==> src/rtl/gcd.sv <==
// Iterative GCD unit: Euclid's subtraction algorithm over a register/mux/ALU
// datapath, with operands delivered over a shared bus by a four-phase
// req/ack handshake.
//
// state  | meaning
// -------+-----------------------------------------------------------
// IDLE   | waiting for req to deliver operand A
// ACK_A  | A captured, ack high until host drops req
// WAIT_B | waiting for req to deliver operand B
// CMP    | one compare/subtract decision per cycle
// ACK_C  | result on C, ack high until host drops req
module gcd #(
   parameter int N = 16
) (
   input  logic         clk,
   input  logic         reset,
   input  logic         req,
   input  logic [N-1:0] AB,
   output logic         ack,
   output logic [N-1:0] C
);

   typedef enum logic [2:0] {
      IDLE   = 3'd0,
      ACK_A  = 3'd1,
      WAIT_B = 3'd2,
      CMP    = 3'd3,
      ACK_C  = 3'd4
   } state_t;

   state_t       state_q, state_d;
   logic [N-1:0] a_q, a_d;
   logic [N-1:0] b_q, b_d;
   logic [N-1:0] c_q, c_d;
   logic         ack_q, ack_d;

   logic [N-1:0] alu_diff;
   logic [N-1:0] alu_ndiff;
   logic         alu_z;
   logic         alu_n;
   logic         a_zero;
   logic         b_zero;
   logic         out_of_range;

   // ALU: A_r - B_r with zero and negative flags. With both operands below
   // 2^(N-1), the sign bit of the difference is an exact unsigned A < B.
   // B_r - A_r is the two's-complement negation of the same difference.
   always_comb begin
      alu_diff     = a_q - b_q;
      alu_ndiff    = ~alu_diff + {{(N-1){1'b0}}, 1'b1};
      alu_z        = (alu_diff == '0);
      alu_n        = alu_diff[N-1];
      a_zero       = (a_q == '0);
      b_zero       = (b_q == '0);
      out_of_range = a_q[N-1] | b_q[N-1];
   end

   // Next-state, register-load mux selects and acknowledge.
   always_comb begin
      state_d = state_q;
      a_d     = a_q;
      b_d     = b_q;
      c_d     = c_q;
      unique case (state_q)
         IDLE: begin
            if (req) begin
               a_d     = AB;
               state_d = ACK_A;
            end
         end
         ACK_A: begin
            if (!req) state_d = WAIT_B;
         end
         WAIT_B: begin
            if (req) begin
               b_d     = AB;
               state_d = CMP;
            end
         end
         CMP: begin
            // req is deliberately not looked at here: a host that drops req
            // mid-computation still gets the result, for a single cycle.
            if (out_of_range) begin
               c_d     = '0;
               state_d = ACK_C;
            end else if (a_zero) begin
               c_d     = b_q;
               state_d = ACK_C;
            end else if (b_zero) begin
               c_d     = a_q;
               state_d = ACK_C;
            end else if (alu_z) begin
               c_d     = a_q;
               state_d = ACK_C;
            end else if (alu_n) begin
               b_d = alu_ndiff;
            end else begin
               a_d = alu_diff;
            end
         end
         ACK_C: begin
            if (!req) state_d = IDLE;
         end
         default: state_d = IDLE;
      endcase
      ack_d = (state_d == ACK_A) || (state_d == ACK_C);
   end

   // State and datapath registers; synchronous reset discards any in-flight work.
   always_ff @(posedge clk) begin
      if (reset) begin
         state_q <= IDLE;
         a_q     <= '0;
         b_q     <= '0;
         c_q     <= '0;
         ack_q   <= 1'b0;
      end else begin
         state_q <= state_d;
         a_q     <= a_d;
         b_q     <= b_d;
         c_q     <= c_d;
         ack_q   <= ack_d;
      end
   end

   assign ack = ack_q;
   assign C   = c_q;

endmodule
==> config.mk <==
export PLATFORM = sky130hd
export DESIGN_NAME = gcd
export DESIGN_NICKNAME = d
export VERILOG_FILES = /design/src/rtl/gcd.sv
export SDC_FILE = /design/constraint.sdc
export NUM_CORES = 1
export LEC_CHECK = 0
export BUFFER_PORTS_ARGS = -buffer_cell sky130_fd_sc_hd__buf_2
export CORE_ASPECT_RATIO = 1.2
export CORE_MARGIN = 5
export CORE_UTILIZATION = 35
export DETAILED_ROUTE_END_ITERATION = 8
export PLACE_DENSITY_LB_ADDON = 0.25
export SLEW_MARGIN = 40
export SYNTH_ARGS = -nofsm -noshare
export SYNTH_HDL_FRONTEND = slang
export SYNTH_SLANG_ARGS = --single-unit
==> constraint.sdc <==
create_clock -name clk -period 7.5 [get_ports clk]
set_clock_uncertainty 0.05 [all_clocks]
set_input_delay 1.875 -clock clk [delete_from_list [all_inputs] [get_ports clk]]
set_output_delay 1.875 -clock clk [all_outputs]
set_load 0.01 [all_outputs]
======== Yosys cells after proc, flatten, opt, wreduce, memory -nomap -nowiden ========
Cells that the tools add are included.
operators by class
  equal/unequal tests ..................... 14
  add/sub/neg operators ................... 2
  multiplexer cells ....................... 26
  bitwise gates (word level) .............. 2
  reduce and logical (&&, ||, !) cells .... 11
operators by type and width
  cell                                                             number
  16-bit two-way mux                                               15
  16-bit case mux with 2 select lines                              2
  16-bit logical NOT                                               3
  3-bit two-way mux                                                8
  16-bit by 1-bit adder with 16-bit output, second input constant  1
  2-bit != test, second input constant                             8
  16-bit NOT                                                       1
  16-bit subtractor                                                1
  3-bit case mux with 5 select lines                               1
  7-bit AND reduction                                              2
  3-bit by 1-bit == test with 1-bit output, second input constant  2
  3-bit by 2-bit == test with 1-bit output, second input constant  2
  3-bit == test, second input constant                             2
  2-bit nonzero test                                               2
  4-bit nonzero test                                               1
  3-bit logical NOT                                                1
  2-bit AND reduction                                              1
  1-bit logical OR                                                 1
  1-bit bitwise OR                                                 1
word-level totals
  word-level logic and storage cells ...... 60
  bits of input ports ..................... 19
  bits in registers ....................... 52

======== Longest topological paths before layout ========
Gate-level depths: netlist (run 1).
  depth after elaboration ................. 9
  gate-level depth with buffers ........... 14

======== Worst setup path before layout (run 1) ========
No wires, ideal clock.
  path type ............................... register -> register
  from .................................... reg a_q[0]
  to ...................................... reg b_q[15]
  library setup time ...................... 0.085 ns
  buffers on the path ..................... 0
  setup slack ............................. 4.100 ns
  arrival ................................. 3.265 ns
  required time ........................... 7.365 ns
  cell stages (with the launch flop) ...... 13
  path through ............................ dfxtp_1 -> inv_1 -> ha_1 -> fa_1 -> and2b_1 -> o221a_2 -> mux2i_1 -> a2111oi_4 -> nand3_2 -> or3_1 -> or4_1 -> a31o_1 -> o31ai_2
on the way
  word-level cells in the longest chain between the ends .. 9
  elaborated cells between the ends (all ways) .. 15
  those cells by class .................... add/sub (2); eq/ne (3); mux (6); bitwise (1); reduce/logical (3)
RTL lines
  element                                   RTL line  text
  start, declared                           32        logic [N-1:0] a_q, a_d;
  start signal, assigned                    113       a_q <= '0;
  start signal, assigned                    119       a_q <= a_d;
  16-bit subtractor                         49        alu_diff = a_q - b_q;
  16-bit NOT                                50        alu_ndiff = ~alu_diff + {{(N-1){1'b0}}, 1'b1};
  16-bit by 1-bit adder with 16-bit output  50
  16-bit two-way mux                        95        end else if (alu_n) begin
  16-bit two-way mux                        92        end else if (alu_z) begin
  16-bit two-way mux                        89        end else if (b_zero) begin
  16-bit two-way mux                        86        end else if (a_zero) begin
  16-bit two-way mux                        83        if (out_of_range) begin
  16-bit case mux with 2 select lines       64        unique case (state_q)
  end signal, assigned                      114       b_q <= '0;
  end signal, assigned                      120       b_q <= b_d;
  end, declared                             33        logic [N-1:0] b_q, b_d;
Parallel ways exist; a longest one is shown, timed or not. The select of a mux whose other input is x is not followed.
A chain may end at the register's enable or synchronous reset.

======== Worst setup path in the final report (run 1) ========
  from .................................... reg a_q[0]
  to ...................................... reg a_q[10]
on the way
  word-level cells in the longest chain between the ends .. 7
  elaborated cells between the ends (all ways) .. 13
  those cells by class .................... add/sub (1); eq/ne (3); mux (6); reduce/logical (3)
RTL lines
  element                              RTL line
  16-bit subtractor                    49
  16-bit two-way mux                   95
  16-bit two-way mux                   92
  16-bit two-way mux                   89
  16-bit two-way mux                   86
  16-bit two-way mux                   83
  16-bit case mux with 2 select lines  64
Parallel ways exist; a longest one is shown, timed or not. The select of a mux whose other input is x is not followed.

==> metrics.csv, run 1 <==
metric,value,unit
status,finished clean,
worst-margin pin slew,840,ps
Synth area leader,dfxtp_1,
Final Max Slew Viols,0,
Reg2Reg Depth,12,
Post-Syn Nets,510,
main flop type after synthesis,dfxtp_1,
register area share after synthesis,28.2,%
crit-path cells,inv_1 > ha_1 > fa_1 > and2b_1 > o221ai_1 > a311o_1 > a21boi_1 > o2111ai_1 > or3_4 > o31ai_4 > nand2_2 > o221a_2,
final-layout fill cell count,1087,
Pre-antenna DRT Iters,5,
worst min path class,reg2reg,
post_cts resized,0,
"count leader, synth",dfxtp_1,
crit path kind,reg2reg,
Startpoint Class,register,
VDD IR max,0.0960,mV
Setup crit end kind,register,
DR DRC count,0,
Area Overhead vs Synth,11.4,%
Register Area,1040,µm²
vias in the first global route,3462,
initial core utilization,35.4,%
GP Congestion,0.876,
clk slew on worst S/H paths,70,ps
drt wl/cell,18.0,µm
Die W,104,µm
htree depth,2,
Synth async-reset ratio,0,%
largest net degree at the start of global routing,57,
most frequent cells after synthesis,"dfxtp_1 (52), a21oi_1 (41), nand2_1 (41)",
final setup margin,3530,ps
final hold viol count,0,
# port buffers,35,
"EDFF count, synth",0,
Ys Warns,0,
DR vias,3615,
I/O pin cnt,36,
Root Buffer,clkbuf_16,
fraction of layout cells with a size suffix above 1,13.3,%
final wirelength,11.1,mm
design area,4110,µm²
WP data required,7640,ps
Yosys reg bits,52,
RSZ-0062 raised after global routing,no,
max cap viols,0,
Post CTS Setup Buffer Count,0,
hold path cells,2,
CTS Sinks,52,
Mapped Cells,472,
total CTS buffers,5,
Placement Cell Area,3930,µm²
Overflow after GRT,0,
ant diodes,0,
TNS Setup,0,ps
Pwr per Cell Area,300,nW/µm²
period utilisation layout,52.9,%
GRT Util Overall,17.5,%
"Clk Latency, worst-skew pair",300,ps
mapped cell area,3690,µm²
max frequency,252,MHz
cts hold-fix bufs,0,
Relative slew margins,44.0,%
initial antenna violation count,0,
DP Wirelength,8.42,mm
CTS tree,yes,
area share of the largest cell type after synthesis,28.2,%
first-pass GRT wire length,18.3,mm
pre-CTS WS,3570,ps
Critical Path Slowest Stage Cell,or3_4,
Worst path depth,12,
Bufs on Longest Clock Path,2,
P_leak,1.56,nW
final setup fails,0,
sum of buffers and inverters on the critical path,1,
Final min period,3970,ps
Die H,122,µm
Routed Antenna Nets,0,
"Max FO, Critical Path",13,
final net count,524,
Crit path max-delay family,compound AO/OA/AOI/OAI gates,
"Distinct cells, synth",66,
Multi-input gate area,2440,µm²
Max stage delay on crit path,450,ps
DRT iter0 DRCs,241,
die area,12700,µm²
drt via density,5.87,
Core Area,10400,µm²
# rows,41,
CP arrival,4110,ps
synth top area cells,"dfxtp_1 (28%), ha_1 (6.1%), a21oi_1 (5.6%)",
"Avg Cell Area, Syn",7.82,µm²
-- worst reg2reg max path: stages, from the launching register on --
cell and delay, ps:
dfxtp_1 380, inv_1 80, ha_1 210, fa_1 400, and2b_1 260, o221ai_1 190, a311o_1 350, a21boi_1 210
o2111ai_1 320, or3_4 460, o31ai_4 320, nand2_2 280, o221a_2 360
-- cell families after synthesis --
family                     Yosys count  share of synthesized area (%)
AOI/OAI and AO/OA                  151                           29.8
xor gates and xnor gates            15                           3.56
buffers and inverters               55                           5.97
and+or+nand+nor                    177                           25.0
DFF                                 52                           28.2
muxes                                3                          0.814
adders and majority gates           19                           6.65
-- routing by layer --
layer	share of wire [%]	GRT usage, %
met1	45	23.1
met2	46	28.7
met3	4.3	1.95
met4	4.0	7.94
met5	0	0
-- sequential cells by signal (all words and copies together) (netlist names) --
| signal | count |
|---|---|
| C | 16 |
| a_q | 16 |
| ack | 1 |
| state_q | 3 |
| b_q | 16 |
-- power by group --
part | switching (W) | total (W) | internal, W
registers | 0.0000337 | 0.000334 | 0.000300
logic | 0.000397 | 0.000626 | 0.000229
clock network | 0.000106 | 0.000274 | 0.000167
-- cells in the final DEF (no fill, tap or decap), types with 3 or more instances in the layout --
| cell type | synthesis | layout |
|---|---|---|
| a211oi_1 | 19 | 19 |
| a21o_1 | 8 | 8 |
| a21oi_1 | 41 | 41 |
| a311oi_1 | 10 | 10 |
| and2_1 | 5 | 5 |
| and3_1 | 4 | 4 |
| buf_2 | 5 | 34 |
| buf_4 | 0 | 4 |
| clkbuf_16 | 0 | 5 |
| dfxtp_1 | 52 | 52 |
| ha_1 | 18 | 18 |
| inv_1 | 24 | 24 |
| mux2i_1 | 3 | 3 |
| nand2_1 | 41 | 41 |
| nand2b_1 | 6 | 6 |
| nand3_1 | 6 | 6 |
| nand3b_1 | 17 | 17 |
| nor2_1 | 40 | 40 |
| nor3_1 | 20 | 20 |
| nor3b_1 | 4 | 4 |
| nor4_1 | 11 | 11 |
| o211ai_1 | 3 | 3 |
| o21a_1 | 3 | 3 |
| o21ai_0 | 12 | 12 |
| o221a_2 | 4 | 4 |
| o31ai_1 | 19 | 19 |
| or2_2 | 4 | 4 |
| or3_1 | 5 | 5 |
| xnor2_1 | 5 | 5 |
| xor2_1 | 10 | 10 |
-- layout make-up --
cell class              count  area share [%]
inverters                  24            2.19
multi-input cells         365            59.3
clock buffers               6            3.38
repair buffers             38            4.87
flip-flops and latches     52            25.3
well taps                 129            3.93
clock inverters             2           0.944
-- worst paths after layout --
check        slack [ps]  startpoint       to
max                3530      a_q[0]  a_q[10]
min                 440       C[12]    C[12]
max reg2reg        3530      a_q[0]  a_q[10]
min reg2reg         440       C[12]    C[12]
-- through the flow --
stage	cells	total power [W]	hold slack [ps]	utilization, %
after floorplan	472	0.000811	408	-
after global placement	608	0.000949	419	37.7
final	616	0.00123	436	39.5
after global routing	616	0.00132	463	39.5
after detailed placement	608	0.000956	420	37.8
after CTS	616	0.00123	439	39.5
Note: power is estimated with default switching activity, not from simulation.
==> run 2, diff against run 1 <==
ABC_AREA = 1   (was unset)
clock period = 4.16 ns   (was 7.5 ns; I/O delays follow)
==> run 2 against run 1 <==
Wire length increased by 9.1%. Final cell count increased by 38%. Combinational power increased by 29%. Worst hold slack got worse by 26 ps. Setup slack got worse by 2600 ps. Sequential power increased by 68%. Sequential share of layout area decreased by 1.7 points. Sequential cell count unchanged. Synthesized cell count increased by 42%. Core utilization increased by 0.31 points. Critical path type unchanged. Critical endpoint is now a_q[4]. Largest cell class unchanged. Largest power group unchanged. Highest routed layer unchanged.
==> metrics.csv, run 2 <==
metric,value,unit,change
# rows,42,,was 41
CTS tree,yes,,unchanged
cell repeated most along the worst path,nand2_1,,
Final Max Slew Viols,0,,unchanged
"commonest non-fill, non-tap cell in the layout",nand2_1,,was dfxtp_1
DR DRC count,0,,unchanged
cts hold-fix bufs,0,,unchanged
Relative slew margins,45.7,%,was 44.0%
Root Buffer,clkbuf_16,,unchanged
period utilisation layout,78.1,%,was 52.9%
post_cts resized,0,,unchanged
register area share after synthesis,26.2,%,was 28.2%
drt wl/cell,14.2,µm,was 18.0 µm
Die W,107,µm,was 104 µm
initial core utilization,35.8,%,was 35.4%
DRT iter0 DRCs,222,,was 241
main flop type after synthesis,dfxtp_1,,unchanged
"Max FO, Critical Path",30,,was 13
max frequency,308,MHz,was 252 MHz
Core Area,11100,µm²,was 10400 µm²
Startpoint Class,register,,unchanged
met3 GRT Util,2.79,%,was 1.95%
final setup fails,0,,unchanged
drt via density,5.00,,was 5.87
I/O pin cnt,36,,unchanged
Die H,127,µm,was 122 µm
TNS Setup,0,ps,unchanged
status,finished clean,,unchanged
"EDFF count, synth",0,,unchanged
clk slew on worst S/H paths,70,ps,about the same
ant diodes,0,,unchanged
Post CTS Setup Buffer Count,0,,unchanged
max cap viols,0,,unchanged
Max stage delay on crit path,480,ps,was 450 ps
"Clk Latency, worst-skew pair",290,ps,was 300 ps
worst min path class,reg2reg,,unchanged
largest net degree at the start of global routing,42,,was 57
fraction of layout cells with a size suffix above 1,10.2,%,was 13.3%
P_leak,2.23,nW,was 1.56 nW
VDD IR max,0.242,mV,was 0.0960 mV
"count leader, synth",nand2_1,,was dfxtp_1
WP data required,4300,ps,was 7640 ps
Synth area leader,dfxtp_1,,unchanged
Bufs on Longest Clock Path,2,,unchanged
DR vias,4247,,was 3615
CP arrival,3380,ps,was 4110 ps
Synth async-reset ratio,0,%,unchanged
final net count,733,,was 524
RSZ-0062 raised after global routing,no,,unchanged
GP Congestion,0.914,,was 0.876
worst-margin pin slew,809,ps,was 840 ps
# port buffers,35,,unchanged
Setup crit end kind,register,,unchanged
Yosys reg bits,52,,unchanged
Critical Path Slowest Stage Cell,nand3_2,,was or3_4
"Distinct cells, synth",38,,was 66
Ys Warns,0,,unchanged
mapped cell area,3970,µm²,was 3690 µm²
Pre-antenna DRT Iters,7,,was 5
Hold WS,409,ps,was 436 ps
initial antenna violation count,0,,unchanged
crit path kind,reg2reg,,unchanged
die area,13600,µm²,was 12700 µm²
CTS Sinks,52,,unchanged
total CTS buffers,5,,unchanged
placed insts,842,,was 608
first-pass GRT wire length,20.2,mm,was 18.3 mm
synth top area cells,"dfxtp_1 (26%), nand2_1 (19%), inv_1 (9.1%)",,"was dfxtp_1 (28%), ha_1 (6.1%), a21oi_1 (5.6%)"
Routed Antenna Nets,0,,unchanged
GRT busiest layer,met2,,unchanged
crit-path cells,inv_1 > ha_1 > fa_1 > inv_1 > nand3_1 > nand2_1 > nand2_1 > nand2_2 > nand2_1 > nand2_1 > nand2_1 > nand2_1 > nand2_1 > nor2_2 > nand3_2 > nand3_2 > nand2_1 > nand2_1 > nor2_1,,was inv_1 > ha_1 > fa_1 > and2b_1 > o221ai_1 > a311o_1 > a21boi_1 > o2111ai_1 > or3_4 > o31ai_4 > nand2_2 > o221a_2
Final min period,3250,ps,was 3970 ps
met2 Use GR,32.0,%,was 28.7%
final wirelength,12.1,mm,was 11.1 mm
DP Wirelength,9.51,mm,was 8.42 mm
GRT Util Overall,18.4,%,was 17.5%
vias in the first global route,4081,,was 3462
met1 usage,22.9,%,was 23.1%
"commonest cells after routing, fill and taps aside","nand2_1 (200), inv_1 (96), nor2_1 (82), dfxtp_1 (52), nand3_1 (52)",,"was dfxtp_1 (52), nand2_1 (41), a21oi_1 (41), nor2_1 (40), buf_2 (34)"
"non-filler cells, final",850,,was 616
Pwr per Cell Area,418,nW/µm²,was 300 nW/µm²
"Avg Cell Area, Syn",5.93,µm²,was 7.82 µm²
htree depth,2,,unchanged
Post-Syn Nets,707,,was 510
Overflow after GRT,0,,unchanged
Area Overhead vs Synth,11.1,%,was 11.4%
area share of the largest cell type after synthesis,26.2,%,was 28.2%
final hold viol count,0,,unchanged
Mapped Cells,669,,was 472
most frequent cells after synthesis,"nand2_1 (200), inv_1 (96), nor2_1 (82)",,"was dfxtp_1 (52), a21oi_1 (41), nand2_1 (41)"
==> run 2: changes by cell type after synthesis, moves of 19 or more <==
cell	delta
inv_1	+72
a211oi_1	-19
nand3_1	+46
o21ai_0	+23
nand2_1	+159
nor2_1	+42
==> run 2: final timing paths <==
check	endpoint	slack (ps)	cells past startpoint	from
setup / recovery	a_q[4]	910	19	a_q[0]
setup reg to reg	a_q[4]	910	19	a_q[0]
hold reg to reg	C[0]	410	2	C[0]
hold / removal	C[0]	410	2	C[0]
==> run 2: per-layer routing <==
metal | wire length, µm | up-vias
li1 | - | 2161
met1 | 5140 | 1944
met2 | 5990 | 118
met3 | 594 | 24
met4 | 358 | 0
met5 | 0 | -
==> run 2: cells by family (layout without fill, tap and decap cells) <==
kind of cell,count (synthesis),count (layout),share of synthesized area (%)
xor gates and xnor gates,3,3,0.851
buffers and inverters,122,149,12.8
adders and majority gates,19,19,6.18
DFF,52,52,26.2
and+or+nand+nor,380,380,41.7
AOI/OAI and AO/OA,93,93,12.2
==> run 2: through the flow <==
stage                     setup WS (ps)  cell area [µm²]  util, %  power, W
final                               911             4410     39.8   0.00184
after global routing                601             4410     39.8   0.00200
after CTS                           956             4410     39.8   0.00184
after detailed placement            972             4250     38.3   0.00137
after global placement              924             4250     38.3   0.00136
after floorplan                    1580             3970        -   0.00120
==> run 2: critical path, delay by kind of cell (launching register included) <==
kind	cells	cell delay (ps)
AND/OR/NAND/NOR	15	1920
adder cells (fa/ha/maj)	2	640
flip-flops	1	310
buffers and inverters	2	200
==> run 2: power by group <==
part / internal (W) / switching, W / total (W)
sequential: 0.000530 / 0.0000308 / 0.000561
combinational: 0.000252 / 0.000558 / 0.000809
clock: 0.000284 / 0.000189 / 0.000473
==> run 2: layout make-up <==
class | count | area [µm²]
Fill cell | 1231 | 6680
Multi-Input combinational cell | 495 | 2420
Sequential cell | 52 | 1040
Inverter | 102 | 383
Timing Repair Buffer | 39 | 205
Tap cell | 154 | 193
Clock buffer | 6 | 129
Clock inverter | 2 | 35.0
